## src/rtl/sequencer_sync.sv

```systemverilog
// Gate Array master sequencer: 8-stage Johnson counter on cen_16.
// Build option: define SEQ_SELFCORRECT_EN to recover from illegal states.
`timescale 1ns/1ps

module sequencer_sync (
    input  logic       clk,
    input  logic       RESET,
    input  logic       cen_16,
    output logic [7:0] S,
    output logic       PHI_N,
    output logic       CCLK,
    output logic       RAS_N,
    output logic       WAIT_N,
    output logic       VIDEO_LOAD,
    output logic       CEN_4,
    output logic       CEN_1
);

    logic [7:0] s_q;
    logic [7:0] s_d;
    logic [3:0] k_q;
    logic [3:0] k_d;
    logic       vld_q;
    logic       vld_d;

    // Map a phase vector to its index; anything off-sequence reads as k=0.
    function automatic logic [4:0] decode_k(input logic [7:0] s);
        logic [4:0] r;
        r = 5'h00;
        case (s)
            8'h00: r = {1'b1, 4'd0};
            8'h01: r = {1'b1, 4'd1};
            8'h03: r = {1'b1, 4'd2};
            8'h07: r = {1'b1, 4'd3};
            8'h0F: r = {1'b1, 4'd4};
            8'h1F: r = {1'b1, 4'd5};
            8'h3F: r = {1'b1, 4'd6};
            8'h7F: r = {1'b1, 4'd7};
            8'hFF: r = {1'b1, 4'd8};
            8'hFE: r = {1'b1, 4'd9};
            8'hFC: r = {1'b1, 4'd10};
            8'hF8: r = {1'b1, 4'd11};
            8'hF0: r = {1'b1, 4'd12};
            8'hE0: r = {1'b1, 4'd13};
            8'hC0: r = {1'b1, 4'd14};
            8'h80: r = {1'b1, 4'd15};
            default: r = 5'h00;
        endcase
        return r;
    endfunction

    assign S = s_q;

    // Phase of the state currently held, used for the enable pulses.
    always_comb begin
        {vld_q, k_q} = decode_k(s_q);
    end

    // Next phase vector: Johnson shift on each enable.
    always_comb begin
        s_d = s_q;
        if (cen_16) begin
`ifdef SEQ_SELFCORRECT_EN
            if (vld_q) s_d = {s_q[6:0], ~s_q[7]};
            else       s_d = 8'h01;
`else
            s_d = {s_q[6:0], ~s_q[7]};
`endif
        end
    end

    // Phase of the next state, so strobes line up with S on the same edge.
    always_comb begin
        {vld_d, k_d} = decode_k(s_d);
    end

    // Phase register and strobes decoded from the next phase.
    always_ff @(posedge clk) begin
        if (RESET) begin
            s_q        <= 8'h00;
            PHI_N      <= 1'b1;
            CCLK       <= 1'b0;
            RAS_N      <= 1'b1;
            WAIT_N     <= 1'b0;
            VIDEO_LOAD <= 1'b0;
        end else begin
            s_q        <= s_d;
            PHI_N      <= ~k_d[1];
            CCLK       <= k_d[3];
            RAS_N      <= ~((k_d[2:0] >= 3'd2) && (k_d[2:0] <= 3'd6));
            WAIT_N     <= k_d[3] & k_d[2];
            VIDEO_LOAD <= (k_d == 4'd8);
        end
    end

    // Enable pulses fire in the cycle whose edge raises PHI_N / wraps to k=0.
    always_comb begin
        CEN_4 = cen_16 & (k_q[1:0] == 2'd3);
        CEN_1 = cen_16 & (k_q == 4'd15);
    end

    logic unused_vld;
    assign unused_vld = vld_d;

endmodule

```

## config.mk

```make
export PLATFORM = sky130hd
export DESIGN_NAME = sequencer_sync
export DESIGN_NICKNAME = d
export VERILOG_FILES = /design/src/rtl/sequencer_sync.sv
export SDC_FILE = /design/constraint.sdc
export NUM_CORES = 1
export LEC_CHECK = 0
export BUFFER_PORTS_ARGS = -buffer_cell sky130_fd_sc_hd__buf_2
export CELL_PAD_IN_SITES_DETAIL_PLACEMENT = 1
export CELL_PAD_IN_SITES_GLOBAL_PLACEMENT = 1
export CORE_MARGIN = 5
export CORE_UTILIZATION = 40
export CTS_BUF_LIST = sky130_fd_sc_hd__clkbuf_4 sky130_fd_sc_hd__clkbuf_8
export CTS_CLUSTER_SIZE = 16
export DETAILED_ROUTE_END_ITERATION = 6
export PLACE_DENSITY_LB_ADDON = 0.05
export SETUP_SLACK_MARGIN = 0.2
export SYNTH_ARGS = -nofsm -noshare
export SYNTH_HDL_FRONTEND = slang
export SYNTH_SLANG_ARGS = --single-unit
export TNS_END_PERCENT = 100
```

## constraint.sdc

```tcl
create_clock -name clk -period 4.02 [get_ports clk]
set_input_delay 1.206 -clock clk [delete_from_list [all_inputs] [get_ports clk]]
set_output_delay 1.206 -clock clk [all_outputs]
set_load 0.02 [all_outputs]
```

==> results of run 1 <==
critical path: stages:
cell,delay (ns)
buf_2,0.34
inv_1,0.18
nor2_1,0.12
buf_2,0.17
metrics by stage:
stage,instance area (um2),total power [mW],util [%],setup WS [ns]
global placement,876,0.161,44.6,0.850
detailed placement,876,0.162,44.6,0.797
floorplan,827,0.156,-,0.955
finish,906,0.248,46.2,0.788
CTS,906,0.251,46.2,0.785
global route,906,0.260,46.2,0.698
where the power goes:
part | internal, mW | switching [mW] | leakage [nW]
clock | 0.0451 | 0.0449 | 0.0184
combinational | 0.00803 | 0.0155 | 0.228
sequential | 0.131 | 0.00403 | 0.105
cells in the final DEF (no fill, tap or decap), types with 2 or more instances in the layout:
cell       n
a21oi_1   10
buf_2     17
clkbuf_4   4
dfxtp_1   13
inv_1      2
mux2i_1    5
nand2_1   13
nand2b_1   3
nand3_1    4
nand4_1    2
nor2_1     8
nor3_1     5
o21ai_0    4
or2b_1     2
or4b_1     3
xor2_1     2
final cells by class:
class	instances	area (um2)	share of cell area, %
Multi-Input combinational cell	78	489	54.0
Sequential cell	13	260	28.7
Timing Repair Buffer	17	85.1	9.39
Tap cell	27	33.8	3.73
Clock buffer	4	30.0	3.31
Inverter	2	7.51	0.829
path summary, 6_finish.rpt:
check | from | end | slack (ns) | cells after the start
max | cen_16 | CEN_4 | 0.79 | 4
min | S[2] | S[2] | 0.62 | 2
max reg2reg | S[7] | PHI_N | 2.24 | 4
min reg2reg | S[2] | S[2] | 0.62 | 2
registers in the layout, indices dropped and copies added (netlist names):
| register | cells |
|---|---|
| PHI_N | 1 |
| VIDEO_LOAD | 1 |
| WAIT_N | 1 |
| CCLK | 1 |
| S | 8 |
| RAS_N | 1 |
routing by layer:
| metal | up-vias | wire length [um] | global-route usage [%] |
|---|---|---|---|
| met2 | 16 | 1040 | 24.7 |
| li1 | 394 | - | - |
| met4 | 0 | 50 | 6.94 |
| met5 | - | 0 | 0 |
| met3 | 6 | 72 | 2.80 |
| met1 | 377 | 1030 | 18.5 |
cell families (layout without fill, tap and decap cells):
group,count (synthesis),in the layout
buf+inv,11,23
mux,5,5
xor+xnor,2,2
simple gates,50,50
flops,13,13
compound gates,21,21
==> metrics.txt, run 1 <==
Non-Filler Instances=141; Worst Setup End Kind=output pin; Worst slew margin=64.6%; Netlist cell types=35; Worst Clk Skew=0.00538 ns; vias in the first global route=816; PostCTS Resize Cnt=0; Hold Buf Count CTS=0; largest family of logic cells by synthesized area=simple AND/OR/NAND/NOR gates; Worst-path clk slew=0.08 ns; first-pass GRT wire length=3770 um; # IOs=18; Chip Width=55.5 um; Final min period=3.23 ns; port bufs=17; Synth warnings=0; vias=793; Clock Latency Late Sink=0.27 ns; area leader, netlist=dfxtp_1; layout cells sized above 1=23.7%; Most used DFF post-synth=dfxtp_1; GRT Util Overall=14.9%; area grow syn2layout=9.53%; clock sink count=13; Worst VDD drop=0.157 mV; TritonCTS clock tree=done; Startpoint Class=input pin; diode count=0; RSZ-0062 raised after global routing=false; H-tree levels=1; Detailed Place HPWL=1600 um; Routed Antenna Nets=0; FILL cells=267; final period utilization=80.4%; total negative setup slack=0 ns; Simple-Gate Fraction of Synth Area=35.2%; Pleak=0.351 nW; DRC viols=0; mux share of post-synthesis cell area=6.05%; Post-Synthesis Net Count=105; drt wl/cell=15.5 um; nets@finish=118; clock buffer depth=2; Synth Area in Adders=0%; CP max FO=23; Hold Path Class=reg -> reg; Req. time, crit path=2.81 ns; drt total wl=2190 um; starting DRC count in detailed routing=9; DP Cell Count=137; Final Hold Viols=0; grt total ovfl=0; fin. max-slew vios=0; number of synthesized flops with an enable pin=0; Post-Synthesis Cells=102; Post-Syn Area per Cell=8.11 um2; Die Y=55.5 um; root buffer cell=clkbuf_4; pin count of the biggest net entering global routing=24; Synth Area in XOR/XNOR=2.12%; CP Data Arrival Time=2.03 ns; max cap viols=0; flops & latches, synth=13; drt pass-1 iters=4; die area=0.00308 mm2; pwr/cell area=274 mW/mm2; post-synth top area share=31.5%; register area share after synthesis=31.5%; outcome=finished clean; initial antenna violation count=0; post-synthesis compound-gate area fraction=15.7%; routability cong.=0.830; worst slew pin tran=0.527 ns; hold_ws=0.616 ns; Synth Cell Area=827 um2; number of vias per cell=5.62; setup violators final=0; Initial Util=42.2%; synth top area cells=dfxtp_1 (31%), a21oi_1 (6.1%), mux2i_1 (6.1%); critical path class=in -> out; row count=16; Synth async-reset ratio=0%; most frequent cells after synthesis=dfxtp_1 (13), nand2_1 (13), a21oi_1 (10); Core ar.=0.00196 mm2; setup repair bufs after CTS=0; TritonCTS buffer count=3; Peak Freq=309 MHz
(Power assumes the default switching activity.)
==> run 2: changes to the inputs <==
ABC_AREA = 1   (was default)
CORE_UTILIZATION = 35   (was 40)
clock period = 2.6 ns   (was 4.02 ns; I/O delays follow)
==> run 2 against run 1 <==
  * Area after synthesis increased by 15%
  * Final cell count increased by 48%
  * Via count increased by 23%
  * Largest power group unchanged
==> metrics.txt, run 2 <==
outcome=finished clean; RSZ-0062 raised after global routing=false; TritonCTS clock tree=done; Core ar.=0.00269 mm2; Worst slew margin=80.8%; FILL cells=385; critical path class=reg -> out; pin count of the biggest net entering global routing=18; Peak Freq=440 MHz; H-tree levels=1; Initial Util=35.5%; Power Total=478 uW; Startpoint Class=flop; most frequent cells after synthesis=nand2_1 (60), nor2_1 (21), nand2_2 (19); register area share after synthesis=27.3%; max cap viols=0; Worst-path clk slew=0.09 ns; area leader, netlist=dfxtp_1; setup slack, reg-to-reg=1.18 ns; clock network power share=26.4%; Netlist cell types=19; nets@finish=182; Worst Setup End Kind=output pin; Logic pwr share=26.8%; Most used DFF post-synth=dfxtp_1; root buffer cell=clkbuf_4; TritonCTS buffer count=3; Chip Width=62.2 um; Post-Synthesis Net Count=160; Routed Antenna Nets=0; diode count=0; clock sink count=13; port bufs=17; most common cell after layout, fill and taps aside=nand2_1; GRT Util Overall=13.7%; die area=0.00387 mm2; drt total wl=2570 um; CP max FO=6; Synth async-reset ratio=0%; Synth Cell Area=953 um2; number of vias per cell=4.68; starting DRC count in detailed routing=31; row count=19; synth top area cells=dfxtp_1 (27%), nand2_1 (24%), nand2_2 (12%); Final min period=2.27 ns; # IOs=18; most common cell in the synthesized netlist=nand2_1; fin. max-slew vios=0; Power Internal=307 uW; net switching power=171 uW; first-pass GRT wire length=4440 um; Reg power frac=46.8%; Final Hold Viols=0; Post-Synthesis Cells=157; pwr/cell area=425 mW/mm2; Pleak=0.580 nW; Worst Clk Skew=0.00603 ns; clock buffer depth=2; drt pass-1 iters=4; Req. time, crit path=1.82 ns; DRC viols=0; Die Y=62.2 um; drt wl/cell=12.3 um; most frequent cells in the layout=nand2_1 (60), nor2_1 (19), nand2_2 (19); register area=278 um2; Synth warnings=0; max reg flops=8; grt total ovfl=0; vias in the first global route=940; initial antenna violation count=0; setup violators final=0; CP Data Arrival Time=1.49 ns; post-synth top area share=27.3%; Hold Path Class=reg -> reg; layout cells sized above 1=37.1%; Clock Latency Late Sink=0.28 ns; area grow syn2layout=18.0%; final period utilization=87.3%; Post-Syn Area per Cell=6.07 um2; number of synthesized flops with an enable pin=0; Worst VDD drop=0.293 mV; vias=978; worst slew pin tran=0.288 ns; Detailed Place HPWL=1970 um; Hold Buf Count CTS=0; Switching Share=35.8%; multi-input logic area=599 um2; total negative setup slack=0 ns; routability cong.=0.786; flops & latches, synth=13
-- run 2: final cells by class --
type / count / area share [%]
Multi-Input combinational cell: 125 / 53.3
Sequential cell: 13 / 24.7
Timing Repair Buffer: 21 / 10.5
Clock buffer: 3 / 2.00
Tap cell: 31 / 3.45
Inverter: 15 / 5.67
Clock inverter: 1 / 0.445
-- run 2: what timing repair did --
item,in CTS,in global routing
endpoints found under the setup margin,1,1
pin swaps,0,2
buffers inserted,0,3
resized for setup,5,15
-- run 2: kinds of logic (layout without fill, tap and decap cells) --
kind of cell / after synthesis / in the layout / share of synthesized area (%)
compound gates: 5 / 5 / 2.76
flops: 13 / 13 / 27.3
buf+inv: 19 / 40 / 11.9
simple gates: 120 / 120 / 58.0
-- run 2: critical path: stages, from the launching register on --
cell,delay [ns]
dfxtp_4,0.39
nand2_1,0.08
nor2_2,0.10
nand3_1,0.07
o21ai_1,0.12
o21ai_1,0.08
a31oi_1,0.20
buf_4,0.17
-- run 2: path summary, 6_finish.rpt --
path,from,endpoint,cells past startpoint
worst max-delay path,S[1],CEN_4,7
worst min-delay path,S[7],S[0],3
worst max register to register,S[0],RAS_N,11
worst min register to register,S[7],S[0],3
-- run 2: through the flow --
step	cell area, um2	util [%]	instances	hold WS, ns	worst slack (ns)
2_1_floorplan	953	-	157	0.653	0.365
3_3_place_gp	1030	38.5	202	0.649	0.515
3_5_place_dp	1030	38.5	202	0.666	0.456
4_1_cts	1070	39.9	206	0.624	0.230
5_1_grt	1120	41.9	209	0.684	0.196
6_report	1120	41.9	209	0.635	0.329
-- run 2: metal layers --
| layer | track usage (%) | vias to the layer above | wire [um] |
|---|---|---|---|
| met5 | 0 | - | 0 |
| met4 | 1.63 | 0 | 14 |
| met3 | 4.50 | 2 | 103 |
| met2 | 21.9 | 14 | 1200 |
| met1 | 18.3 | 445 | 1250 |
| li1 | - | 517 | - |
-- run 2: power groups by stage --
stage	registers, mW	logic [mW]	clock network, mW
after global placement	0.228	0.118	0
after global routing	0.226	0.143	0.146
final	0.224	0.128	0.126
after floorplan	0.236	0.0853	0
after detailed placement	0.228	0.119	0
after CTS	0.225	0.121	0.134
==> run 3: changes to the inputs <==
PLACE_DENSITY = 0.83   (was default)
PLACE_DENSITY_LB_ADDON = default   (was 0.05)
==> run 3 against run 2 <==
  * Maximum frequency about the same
  * Routed wire length decreased by 3.9%
  * Cell area decreased by 2.4%
  * Global-route usage increased by 0.14 points
  * Utilization decreased by 1.0 points
  * Clock power increased by 12%
  * Critical path depth decreased by 1
  * Clock skew decreased by 0.0017 ns
  * Setup slack improved by 0.0022 ns
  * Largest cell class unchanged
  * Largest power group unchanged
==> metrics.txt, run 3 (synthesized netlist as in run 2, its figures left out) <==
Req. time, crit path=1.82 ns; Core ar.=0.00269 mm2; fin area=0.00110 mm2; CP Data Arrival Time=1.49 ns; most common cell after layout, fill and taps aside=nand2_1; total negative setup slack=0 ns; outcome=finished clean; H-tree levels=1; Peak Freq=441 MHz; max reg flops=8; Final min period=2.27 ns; net switching power=171 uW; Worst Setup End Kind=output pin; setup slack, reg-to-reg=1.19 ns; Switching Share=35.2%; Chip Width=62.2 um; slowest stage cell on the critical path=dfxtp_1; first-pass GRT wire length=4580 um; routability cong.=0.837; # IOs=18; Startpoint Class=flop; Final Hold Viols=0; CP cell instances=inv_2 > nand2_1 > nor3_2 > o21ai_0 > a31oi_1 > buf_4; initial antenna violation count=0; Power Total=487 uW; placed cell areas=0.00103 mm2; hold_ws=0.598 ns; die area=0.00387 mm2; critical path class=reg -> out; pwr/cell area=444 mW/mm2; Reg power frac=45.9%; Detailed Place HPWL=1950 um; drt pass-1 iters=4; Pleak=0.562 nW; drt wl/cell=12.0 um; clock sink count=13; number of vias per cell=4.73; diode count=0; Clock Latency Late Sink=0.28 ns; grt total ovfl=0; setup violators final=0; most frequent cells in the layout=nand2_1 (60), nor2_1 (19), nand2_2 (19); TritonCTS buffer count=3; DP Cell Count=201; clock network power share=28.9%; row count=19; CP max FO=6; Worst Clk Skew=0.00434 ns; Non-Filler Instances=206; GRT Util Overall=13.8%; pin count of the biggest net entering global routing=19; area grow syn2layout=15.1%; fin. max-slew vios=0; clock buffer depth=2; max incr delay on CP=0.39 ns; drt total wl=2470 um; max cap viols=0; Power Internal=316 uW; worst slew pin tran=0.251 ns; Routed Antenna Nets=0; root buffer cell=clkbuf_4; Hold Buf Count CTS=0; Worst-path clk slew=0.09 ns; layout cells sized above 1=35.4%; Hold Path Class=reg -> reg; port bufs=17; vias=975; starting DRC count in detailed routing=11; Die Y=62.2 um; Initial Util=35.5%; vias in the first global route=1070; nets@finish=179; Worst VDD drop=0.284 mV; RSZ-0062 raised after global routing=false; Worst slew margin=83.3%; Logic pwr share=25.1%; TritonCTS clock tree=done; DRC viols=0; final period utilization=87.3%
[run 3: layout make-up]
class / instances / area, um2
Timing Repair Buffer: 18 / 97.6
Inverter: 15 / 63.8
Sequential cell: 13 / 278
Fill cell: 376 / 1590
Clock buffer: 4 / 30.0
Multi-Input combinational cell: 125 / 589
Tap cell: 31 / 38.8
[run 3: path summary, 6_finish.rpt]
kind	from	end	depth (start not counted)
worst max-delay path	S[5]	CEN_4	6
worst min-delay path	S[0]	S[0]	2
worst max register to register	S[6]	RAS_N	9
worst min register to register	S[0]	S[0]	2
[run 3: critical path: cells and delay by family (launching register included)]
family / cells / cell delay, ns
buffers and inverters: 2 / 0.26
DFF: 1 / 0.39
AOI/OAI and AO/OA: 2 / 0.28
and+or+nand+nor: 2 / 0.28
[run 3: routing by layer]
layer  vias up  global-route usage, %  part of all wire (%)
li1        512                      -                     -
met1       448                   17.1                    45
met2        12                   24.4                    52
met3         3                   2.52                   2.1
met4         0                   3.52                  0.65
met5         -                      0                     0
[run 3: repair_timing]
item                       4_1_cts  5_1_grt
setup endpoints to repair        0        2
gates resized for setup          0       18
setup buffers                    0        1
[run 3: through the flow]
stage | util, % | setup WS, ns
after floorplan | - | 0.365
after global placement | 38.2 | 0.308
after detailed placement | 38.2 | 0.268
after CTS | 39.4 | 0.221
after global routing | 40.8 | 0.205
final | 40.8 | 0.331
[run 3: power by group through the flow]
| stage | Combinational (mW) | Sequential [mW] | Clock [mW] |
|---|---|---|---|
| 2_1_floorplan | 0.0853 | 0.236 | 0 |
| 3_3_place_gp | 0.114 | 0.228 | 0 |
| 3_5_place_dp | 0.118 | 0.228 | 0 |
| 4_1_cts | 0.119 | 0.223 | 0.145 |
| 5_1_grt | 0.137 | 0.226 | 0.159 |
| 6_report | 0.122 | 0.224 | 0.141 |
